### src/rtl/mem_access_unit_if.sv
// rtl/mem_access_unit_if.sv - core-side load/store request and response bundle
interface mem_access_unit_if #(
  parameter int ADDR_W = 10,
  parameter int DATA_W = 32
);
  logic              req_valid;
  logic              req_ready;
  logic              req_write;
  logic [1:0]        req_size;
  logic              req_unsigned;
  logic [ADDR_W-1:0] req_addr;
  logic [DATA_W-1:0] req_wdata;
  logic              resp_valid;
  logic [DATA_W-1:0] resp_rdata;
  logic              resp_err;

  modport master (
    output req_valid, req_write, req_size, req_unsigned, req_addr, req_wdata,
    input  req_ready, resp_valid, resp_rdata, resp_err
  );

  modport slave (
    input  req_valid, req_write, req_size, req_unsigned, req_addr, req_wdata,
    output req_ready, resp_valid, resp_rdata, resp_err
  );
endinterface

### src/rtl/mem_access_unit.sv
// rtl/mem_access_unit.sv - byte/half/word load-store front end with sub-word read-modify-write
module mem_access_unit #(
  parameter int ADDR_W = 10,
  parameter int DATA_W = 32
) (
  input  logic              clk,
  input  logic              reset,
  mem_access_unit_if.slave  bus,
  output logic [ADDR_W-1:0] dmem_address,
  output logic [DATA_W-1:0] dmem_data_in,
  output logic              dmem_read_write,
  output logic              dmem_enable,
  input  logic [DATA_W-1:0] dmem_data_out
);

  typedef enum logic [2:0] {IDLE, RD, CAP, WR, RESP} state_t;

  state_t      state;
  logic        wr_q;
  logic        uns_q;
  logic [1:0]  size_q;
  logic [1:0]  lane_q;
  logic [15:0] wdata_q;
  logic        req_bad;

  always_comb begin
    req_bad = 1'b0;
    case (bus.req_size)
      2'd1:    req_bad = bus.req_addr[0];
      2'd2:    req_bad = |bus.req_addr[1:0];
      2'd3:    req_bad = 1'b1;
      default: req_bad = 1'b0;
    endcase
  end

  function automatic logic [DATA_W-1:0] extract(input logic [DATA_W-1:0] w,
                                                input logic [1:0] sz,
                                                input logic [1:0] lane,
                                                input logic uns);
    logic [7:0]  b;
    logic [15:0] h;
    b = w[{lane, 3'b000} +: 8];
    h = lane[1] ? w[31:16] : w[15:0];
    case (sz)
      2'd0:    return uns ? {24'h0, b} : {{24{b[7]}}, b};
      2'd1:    return uns ? {16'h0, h} : {{16{h[15]}}, h};
      default: return w;
    endcase
  endfunction

  // Only the addressed lane changes; the rest of the captured word is written back as read.
  function automatic logic [DATA_W-1:0] merge(input logic [DATA_W-1:0] w,
                                              input logic [1:0] sz,
                                              input logic [1:0] lane,
                                              input logic [15:0] d);
    logic [DATA_W-1:0] m;
    m = w;
    if (sz == 2'd0)
      m[{lane, 3'b000} +: 8] = d[7:0];
    else if (lane[1])
      m[31:16] = d;
    else
      m[15:0] = d;
    return m;
  endfunction

  always_ff @(posedge clk) begin
    if (reset) begin
      state           <= IDLE;
      bus.req_ready   <= 1'b1;
      bus.resp_valid  <= 1'b0;
      bus.resp_err    <= 1'b0;
      bus.resp_rdata  <= '0;
      dmem_enable     <= 1'b0;
      dmem_read_write <= 1'b0;
      dmem_address    <= '0;
      dmem_data_in    <= '0;
      wr_q            <= 1'b0;
      uns_q           <= 1'b0;
      size_q          <= 2'd0;
      lane_q          <= 2'd0;
      wdata_q         <= '0;
    end else begin
      bus.resp_valid  <= 1'b0;
      dmem_enable     <= 1'b0;
      dmem_read_write <= 1'b0;
      case (state)
        IDLE: begin
          if (bus.req_valid && bus.req_ready) begin
            wr_q           <= bus.req_write;
            uns_q          <= bus.req_unsigned;
            size_q         <= bus.req_size;
            lane_q         <= bus.req_addr[1:0];
            wdata_q        <= bus.req_wdata[15:0];
            bus.req_ready  <= 1'b0;
            bus.resp_rdata <= '0;
            bus.resp_err   <= 1'b0;
            if (req_bad) begin
              state          <= RESP;
              bus.resp_valid <= 1'b1;
              bus.resp_err   <= 1'b1;
            end else begin
              dmem_enable  <= 1'b1;
              dmem_address <= {bus.req_addr[ADDR_W-1:2], 2'b00};
              if (bus.req_write && bus.req_size == 2'd2) begin
                state           <= WR;
                dmem_read_write <= 1'b1;
                dmem_data_in    <= bus.req_wdata;
              end else begin
                state <= RD;
              end
            end
          end
        end
        RD: state <= CAP;
        CAP: begin
          if (wr_q) begin
            state           <= WR;
            dmem_enable     <= 1'b1;
            dmem_read_write <= 1'b1;
            dmem_data_in    <= merge(dmem_data_out, size_q, lane_q, wdata_q);
          end else begin
            state          <= RESP;
            bus.resp_valid <= 1'b1;
            bus.resp_rdata <= extract(dmem_data_out, size_q, lane_q, uns_q);
          end
        end
        WR: begin
          state          <= RESP;
          bus.resp_valid <= 1'b1;
        end
        RESP: begin
          state         <= IDLE;
          bus.req_ready <= 1'b1;
        end
        default: begin
          state         <= IDLE;
          bus.req_ready <= 1'b1;
        end
      endcase
    end
  end

endmodule
### src/flat_wrapper.sv
// flat-port wrapper written by rule: the top's interface ports become plain ports
module mem_access_unit_flat 
#(
  parameter int ADDR_W = 10,
  parameter int DATA_W = 32
)
  (clk, reset, dmem_address, dmem_data_in, dmem_read_write, dmem_enable, dmem_data_out, bus_req_valid, bus_req_write, bus_req_size, bus_req_unsigned, bus_req_addr, bus_req_wdata, bus_req_ready, bus_resp_valid, bus_resp_rdata, bus_resp_err);
  mem_access_unit_if #(.ADDR_W(ADDR_W), .DATA_W(DATA_W)) bus_i ();
  input  logic clk;
  input  logic reset;
  output logic [ADDR_W-1:0] dmem_address;
  output logic [DATA_W-1:0] dmem_data_in;
  output logic dmem_read_write;
  output logic dmem_enable;
  input  logic [DATA_W-1:0] dmem_data_out;
  input wire logic [$bits(bus_i.req_valid)-1:0] bus_req_valid;
  input wire logic [$bits(bus_i.req_write)-1:0] bus_req_write;
  input wire logic [$bits(bus_i.req_size)-1:0] bus_req_size;
  input wire logic [$bits(bus_i.req_unsigned)-1:0] bus_req_unsigned;
  input wire logic [$bits(bus_i.req_addr)-1:0] bus_req_addr;
  input wire logic [$bits(bus_i.req_wdata)-1:0] bus_req_wdata;
  output wire logic [$bits(bus_i.req_ready)-1:0] bus_req_ready;
  output wire logic [$bits(bus_i.resp_valid)-1:0] bus_resp_valid;
  output wire logic [$bits(bus_i.resp_rdata)-1:0] bus_resp_rdata;
  output wire logic [$bits(bus_i.resp_err)-1:0] bus_resp_err;
  assign bus_i.req_valid = bus_req_valid;
  assign bus_i.req_write = bus_req_write;
  assign bus_i.req_size = bus_req_size;
  assign bus_i.req_unsigned = bus_req_unsigned;
  assign bus_i.req_addr = bus_req_addr;
  assign bus_i.req_wdata = bus_req_wdata;
  assign bus_req_ready = bus_i.req_ready;
  assign bus_resp_valid = bus_i.resp_valid;
  assign bus_resp_rdata = bus_i.resp_rdata;
  assign bus_resp_err = bus_i.resp_err;
  mem_access_unit #(.ADDR_W(ADDR_W), .DATA_W(DATA_W)) u_core (.clk(clk), .reset(reset), .bus(bus_i), .dmem_address(dmem_address), .dmem_data_in(dmem_data_in), .dmem_read_write(dmem_read_write), .dmem_enable(dmem_enable), .dmem_data_out(dmem_data_out));
endmodule
### config.mk
export PLATFORM = sky130hd
export DESIGN_NAME = mem_access_unit_flat
export DESIGN_NICKNAME = d
export VERILOG_FILES = /design/src/rtl/mem_access_unit_if.sv /design/src/rtl/mem_access_unit.sv /design/src/flat_wrapper.sv
export SDC_FILE = /design/constraint.sdc
export NUM_CORES = 1
export LEC_CHECK = 0
export BUFFER_PORTS_ARGS = -buffer_cell sky130_fd_sc_hd__buf_2
export CORE_ASPECT_RATIO = 1.1
export CORE_MARGIN = 4
export CORE_UTILIZATION = 47
export CTS_CLUSTER_DIAMETER = 120
export DETAILED_ROUTE_END_ITERATION = 12
export HOLD_SLACK_MARGIN = 0.12
export PLACE_DENSITY = 0.76
export SLEW_MARGIN = 15
export SYNTH_ARGS = -nofsm -noshare
export SYNTH_HDL_FRONTEND = slang
export SYNTH_SLANG_ARGS = --single-unit
export TNS_END_PERCENT = 20
### constraint.sdc
create_clock -name clk -period 2.6 [get_ports clk]
set_clock_uncertainty 0.05 [all_clocks]
set_input_delay 0.52 -clock clk [delete_from_list [all_inputs] [get_ports clk]]
set_output_delay 0.52 -clock clk [all_outputs]
set_load 0.01 [all_outputs]
==> flow_summary.json, run 1 <==
{
  "die_w_um": 111,
  "overflow": 0,
  "worstMarginPinSlew_ns": 1.26,
  "drv_cap": 0,
  "p_per_area_mw_per_mm2": 569,
  "ys_ff_latch": 102,
  "critical_path_arrival_ns": 2.44,
  "die-area_mm2": 0.0134,
  "grt_pass1_vias": 5013,
  "htree_levels": 3,
  "portBuffers": 157,
  "yosysWarnings": 0,
  "dp_hpwl_mm": 12.8,
  "end_kind": "register",
  "postSynth.asyncResetShare_pct": 0,
  "ctsHoldBuffers": 0,
  "std_cell_rows": 41,
  "yosysTopAreaCell": "dfxtp_1",
  "yosys.cell_types.count": 45,
  "max_freq_mhz": 428,
  "die_h_um": 121,
  "cts_setup_buffers": 0,
  "required_ns": 2.71,
  "grt_setup_unrepaired": "false",
  "ant_nets": 0,
  "min_period_ns": 2.34,
  "fin_crit_sh_pct": 89.8,
  "tns_ns": 0,
  "critPathMaxFanout": 32,
  "setup_violations": 0,
  "nets": 821,
  "clk_latency_ns": 0.35,
  "cts_buffer_depth": 2,
  "initial_core_util_pct": 47.8,
  "ir_worst_vdd_uv": 274,
  "slew_violations": 0,
  "first_pass_iters": 5,
  "cts_resized": 0,
  "vias_per_cell": 6.06,
  "drc": 0,
  "cts_tree": "yes",
  "numClockSinks": 102,
  "synth.area.top_cells": "dfxtp_1, mux2i_1, nand2b_1",
  "p_leak_nw": 2.67,
  "antenna_found_initial": 0,
  "drt_wl_total_mm": 17.2,
  "yosysSeqAreaShare_pct": 37.3,
  "cts_root_buf": "clkbuf_16",
  "final_cell_mix": "buf_2, dfxtp_1, a21oi_1",
  "pin_count": 160,
  "avgRoutedWirePerCell_um": 19.4,
  "core_area_mm2": 0.0114,
  "cts_made_buffers": 9,
  "grt_max_degree": 54,
  "outcome": "finished, final reports clean",
  "synth_cells": 608,
  "gr-usage-all-layers_pct": 24.6,
  "synth_edf_count": 0,
  "finalInstanceArea_mm2": 0.00661,
  "slew_headroom_pct": 16.1,
  "clk_pin_slew_worst_paths_ns": 0.07,
  "gp_congestion": 0.929,
  "holdCritPathClass": "in -> reg",
  "drive_gt1_share_pct": 28.1,
  "netlist.area_leader.share_pct": 37.3,
  "cp-start-kind": "register",
  "dpl_cell_area_mm2": 0.00631,
  "antenna_cells": 0,
  "drtIter0Drc": 416,
  "synth_ff_type": "dfxtp_1",
  "hold_viol_final": 0,
  "syn_area_mm2": 0.00547,
  "area_growth_syn_to_layout_pct": 20.8,
  "critPathKind": "reg -> reg",
  "via_count": 5383,
  "grt_pass1_wl_mm": 26.9,
  "syn_area_per_cell_um2": 9.00,
  "final_common_cell": "buf_2"
}
[critical path, cell delays in order, from the launching register on]
cell	delay, ns
dfxtp_1	0.38
and3b_1	0.31
a32o_1	0.20
and2_1	0.97
a311oi_1	0.22
[cells in the mapped netlist (14+ instances only)]
cell / number
o21ai_0: 16
a22o_1: 18
buf_2: 14
dfxtp_1: 102
a311oi_1: 32
nand2b_1: 51
o2bb2ai_1: 14
a21oi_1: 60
a211o_1: 33
clkbuf_1: 37
nor2_1: 20
a221oi_1: 34
nand2_1: 49
mux2i_1: 40
[logic make-up after synthesis]
group	count (synthesis)	share of synthesized area, %
adders and majority gates	5	1.14
other	1	0.0685
muxes	51	9.79
and+or+nand+nor	146	13.8
DFF	102	37.3
buffers and inverters	71	6.08
AOI/OAI and AO/OA	232	31.8
[final timing paths]
check / end / startpoint / cells past startpoint / slack [ns]
min: u_core.dmem_address[9] / bus_req_addr[9] / 3 / 0.36
max reg2reg: u_core.dmem_data_in[1] / u_core.state[1] / 4 / 0.26
max: u_core.dmem_data_in[1] / u_core.state[1] / 4 / 0.26
min reg2reg: u_core.bus.resp_rdata[4] / u_core.bus.resp_rdata[4] / 1 / 0.41
[registers in the layout (all words and copies together), names as in the netlist]
signal,flops
u_core.size_q,2
u_core.state,3
u_core.wdata_q,16
u_core.bus.resp_rdata,32
u_core.uns_q,1
u_core.dmem_enable,1
u_core.dmem_data_in,32
u_core.dmem_read_write,1
u_core.bus.resp_valid,1
u_core.wr_q,1
u_core.bus.req_ready,1
u_core.lane_q,2
u_core.dmem_address,8
u_core.bus.resp_err,1
[area by class of cell]
| cell class | instances | area (µm²) |
|---|---|---|
| Clock buffer | 12 | 246 |
| Tap cell | 150 | 188 |
| Timing Repair Buffer | 176 | 941 |
| Clock inverter | 3 | 45.0 |
| Multi-Input combinational cell | 436 | 3110 |
| Sequential cell | 102 | 2040 |
| Fill cell | 1028 | 4830 |
| Inverter | 10 | 38.8 |
[routing by layer]
| layer | share of wire (%) | routed length (µm) | vias up | GRT usage, % |
|---|---|---|---|---|
| met5 | 0 | 0 | - | 0 |
| li1 | - | - | 2551 | - |
| met3 | 7.5 | 1290 | 41 | 5.74 |
| met4 | 3.8 | 655 | 0 | 11.0 |
| met1 | 42 | 7220 | 2555 | 31.1 |
| met2 | 47 | 8050 | 236 | 40.3 |
[power breakdown]
part	total, mW	switching, mW	internal [mW]
combinational	0.743	0.442	0.301
sequential	1.68	0.0616	1.62
clock	1.33	0.566	0.768
[metrics by stage]
step / utilization (%) / worst slack, ns / power (mW) / std cells / hold slack [ns]
final: 57.8 / 0.264 / 3.76 / 889 / 0.356
after global routing: 57.8 / 0.159 / 3.91 / 889 / 0.356
after CTS: 57.7 / 0.295 / 3.76 / 889 / 0.351
after detailed placement: 55.2 / 0.0555 / 2.45 / 874 / 0.393
after global placement: 55.2 / 0.205 / 2.42 / 874 / 0.395
after floorplan: - / 0.0750 / 2.19 / 609 / 0.398
Note: power is estimated with default switching activity, not from simulation.
==> inputs of run 2 (changes only) <==
--- a/config.mk
+++ b/config.mk
@@ -5,7 +5,7 @@
 export SDC_FILE = /design/constraint.sdc
 export NUM_CORES = 1
 export LEC_CHECK = 0
-export BUFFER_PORTS_ARGS = -buffer_cell sky130_fd_sc_hd__buf_2
+export BUFFER_PORTS_ARGS = -buffer_cell sky130_fd_sc_hd__buf_4
 export CORE_ASPECT_RATIO = 1.1
 export CORE_MARGIN = 4
 export CORE_UTILIZATION = 47
==> run 2 against run 1 <==
  * Final cell count down 0.11%
  * Critical path depth rose by 3
  * Worst hold slack gained 0.0048 ns
  * Highest routed layer unchanged
  * Die area did not move
  * Wire length is 0.79% higher
  * Non-clock buffer count fell by 1
  * Critical path type unchanged
  * Maximum frequency increased by 2.7%
  * Register-to-register slack better by 0.06 ns
  * Global-route usage grew 0.54 points
  * Flip-flop and latch count is the same
  * First-iteration DRC count is 6.7% lower
  * Final area rose by 6.2%
  * Largest power group unchanged
==> flow_summary.json, run 2 (synthesis results as in run 1) <==
{
  "outcome": "finished, final reports clean",
  "drive_gt1_share_pct": 28.0,
  "r2r-end": "u_core.dmem_data_in[29]",
  "worstMarginPinSlew_ns": 0.731,
  "gr-usage-all-layers_pct": 25.2,
  "area_growth_syn_to_layout_pct": 28.3,
  "holdCritPathClass": "in -> reg",
  "drc": 0,
  "antenna_cells": 0,
  "critPathMaxFanout": 32,
  "cp_cell_sequence": "buf_4 > ha_1 > nor4bb_1 > buf_4 > a221oi_1 > a211o_1 > a311oi_1",
  "r2r_cells": 7,
  "ant_nets": 0,
  "drtIter0Drc": 388,
  "first_pass_iters": 6,
  "cts_made_buffers": 9,
  "min_to": "u_core.dmem_address[4]",
  "clk_pin_slew_worst_paths_ns": 0.07,
  "final_cell_mix": "buf_4, dfxtp_1, a21oi_1",
  "end_kind": "register",
  "drt_wl_total_mm": 17.4,
  "setup_violations": 0,
  "wirelength_met1_mm": 7.08,
  "cp-start-kind": "register",
  "die_h_um": 121,
  "reg2reg_slack_ns": 0.33,
  "met2RoutedLength_mm": 8.39,
  "initial_core_util_pct": 47.8,
  "ctsHoldBuffers": 0,
  "cts_tree": "yes",
  "grt_pass1_vias": 5183,
  "nets": 820,
  "wl_met3_mm": 1.34,
  "cts_root_buf": "clkbuf_16",
  "fin_crit_sh_pct": 87.5,
  "holdPathStages": 3,
  "core_area_mm2": 0.0114,
  "grt_max_degree": 55,
  "clk_latency_ns": 0.34,
  "p_leak_nw": 2.74,
  "drv_cap": 0,
  "slowest_delay_ns": 0.39,
  "p_per_area_mw_per_mm2": 552,
  "critPathKind": "reg -> reg",
  "hold_viol_final": 0,
  "slowest_stage": "buf_4",
  "gp_congestion": 0.925,
  "fillers": 1000,
  "cts_setup_buffers": 0,
  "grt_setup_unrepaired": "false",
  "max_freq_mhz": 440,
  "critical_path_arrival_ns": 2.47,
  "antenna_found_initial": 0,
  "pin_count": 160,
  "avgRoutedWirePerCell_um": 19.5,
  "numClockSinks": 102,
  "setup_ws_ns": 0.325,
  "finalInstanceArea_mm2": 0.00702,
  "final_common_cell": "buf_4",
  "portBuffers": 157,
  "dp_hpwl_mm": 12.9,
  "die-area_mm2": 0.0134,
  "via_count": 5350,
  "ir_worst_vdd_uv": 308,
  "crit_family": "compound AO/OA/AOI/OAI gates",
  "cts_buffer_depth": 2,
  "required_ns": 2.79,
  "r2r-start": "u_core.lane_q[1]",
  "min_from": "bus_req_addr[4]",
  "grt_pass1_wl_mm": 27.4,
  "slew_headroom_pct": 51.3,
  "dpl_cell_area_mm2": 0.00671,
  "reg_top3": "u_core.bus.resp_rdata: 32 flops, u_core.dmem_data_in: 32 flops, u_core.wdata_q: 16 flops",
  "cpMostUsedCell": "buf_4",
  "vias_per_cell": 6.02,
  "min_period_ns": 2.27,
  "crit_buf_inv": 2,
  "highest_layer": "met4",
  "htree_levels": 3,
  "overflow": 0,
  "place_ws_ns": 0.324,
  "tns_ns": 0,
  "std_cell_rows": 41,
  "fin_util_pct": 61.4,
  "cts_resized": 0,
  "die_w_um": 111,
  "slew_violations": 0
}
==> run 2: cell types whose count changed in the layout (fill, tap and decap cells not counted), sizes merged <==
cell      previous run  this run
clkinvlp             2         1
buf                176       175
clkbuf              12        11
clkinv               1         2
bufinv               1         2
==> run 2: per-stage QoR <==
| step | hold WS [ns] | total power, mW | cells |
|---|---|---|---|
| floorplan | 0.398 | 2.19 | 609 |
| detailed placement | 0.407 | 2.50 | 873 |
| CTS | 0.353 | 3.89 | 888 |
| global placement | 0.397 | 2.47 | 873 |
| global route | 0.386 | 4.05 | 888 |
| finish | 0.361 | 3.87 | 888 |
==> run 2: cell type report <==
class / instances / area (µm²) / share of cell area [%]
Timing Repair Buffer: 175 / 1340 / 19.1
Inverter: 10 / 38.8 / 0.552
Sequential cell: 102 / 2040 / 29.1
Clock inverter: 4 / 72.6 / 1.03
Tap cell: 150 / 188 / 2.67
Multi-Input combinational cell: 436 / 3110 / 44.3
Clock buffer: 11 / 233 / 3.31
==> run 2: worst max-delay path by stage <==
| stage | slack [ns] | cells after the start | from | endpoint |
|---|---|---|---|---|
| 2_1_floorplan | 0.07 | 9 | u_core.lane_q[1] | u_core.dmem_data_in[16] |
| 3_3_place_gp | 0.44 | 5 | bus_req_valid | u_core.bus.resp_rdata[23] |
| 3_5_place_dp | 0.32 | 7 | u_core.lane_q[1] | u_core.dmem_data_in[29] |
| 4_1_cts | 0.33 | 7 | u_core.lane_q[1] | u_core.dmem_data_in[29] |
| 5_1_grt | 0.23 | 7 | u_core.lane_q[1] | u_core.dmem_data_in[21] |
| 6_report | 0.33 | 7 | u_core.lane_q[1] | u_core.dmem_data_in[29] |
==> run 2: power by group <==
| part | internal, mW | leakage, nW | total (mW) | switching (mW) |
|---|---|---|---|---|
| clock network | 0.837 | 0.146 | 1.40 | 0.561 |
| logic | 0.348 | 1.77 | 0.790 | 0.441 |
| registers | 1.62 | 0.827 | 1.68 | 0.0650 |
| total | 2.81 | 2.74 | 3.87 | 1.07 |
==> run 2: metal layers <==
layer	track usage, %	vias up
met5	0	-
met4	10.2	0
met3	5.14	34
met2	41.9	255
met1	32.0	2519
li1	-	2542
==> run 2: worst min-delay path: cells and delay by family <==
kind                   cells  cell delay [ns]
buffers and inverters      1             0.07
AND/OR/NAND/NOR            1             0.07
multiplexers               1             0.05
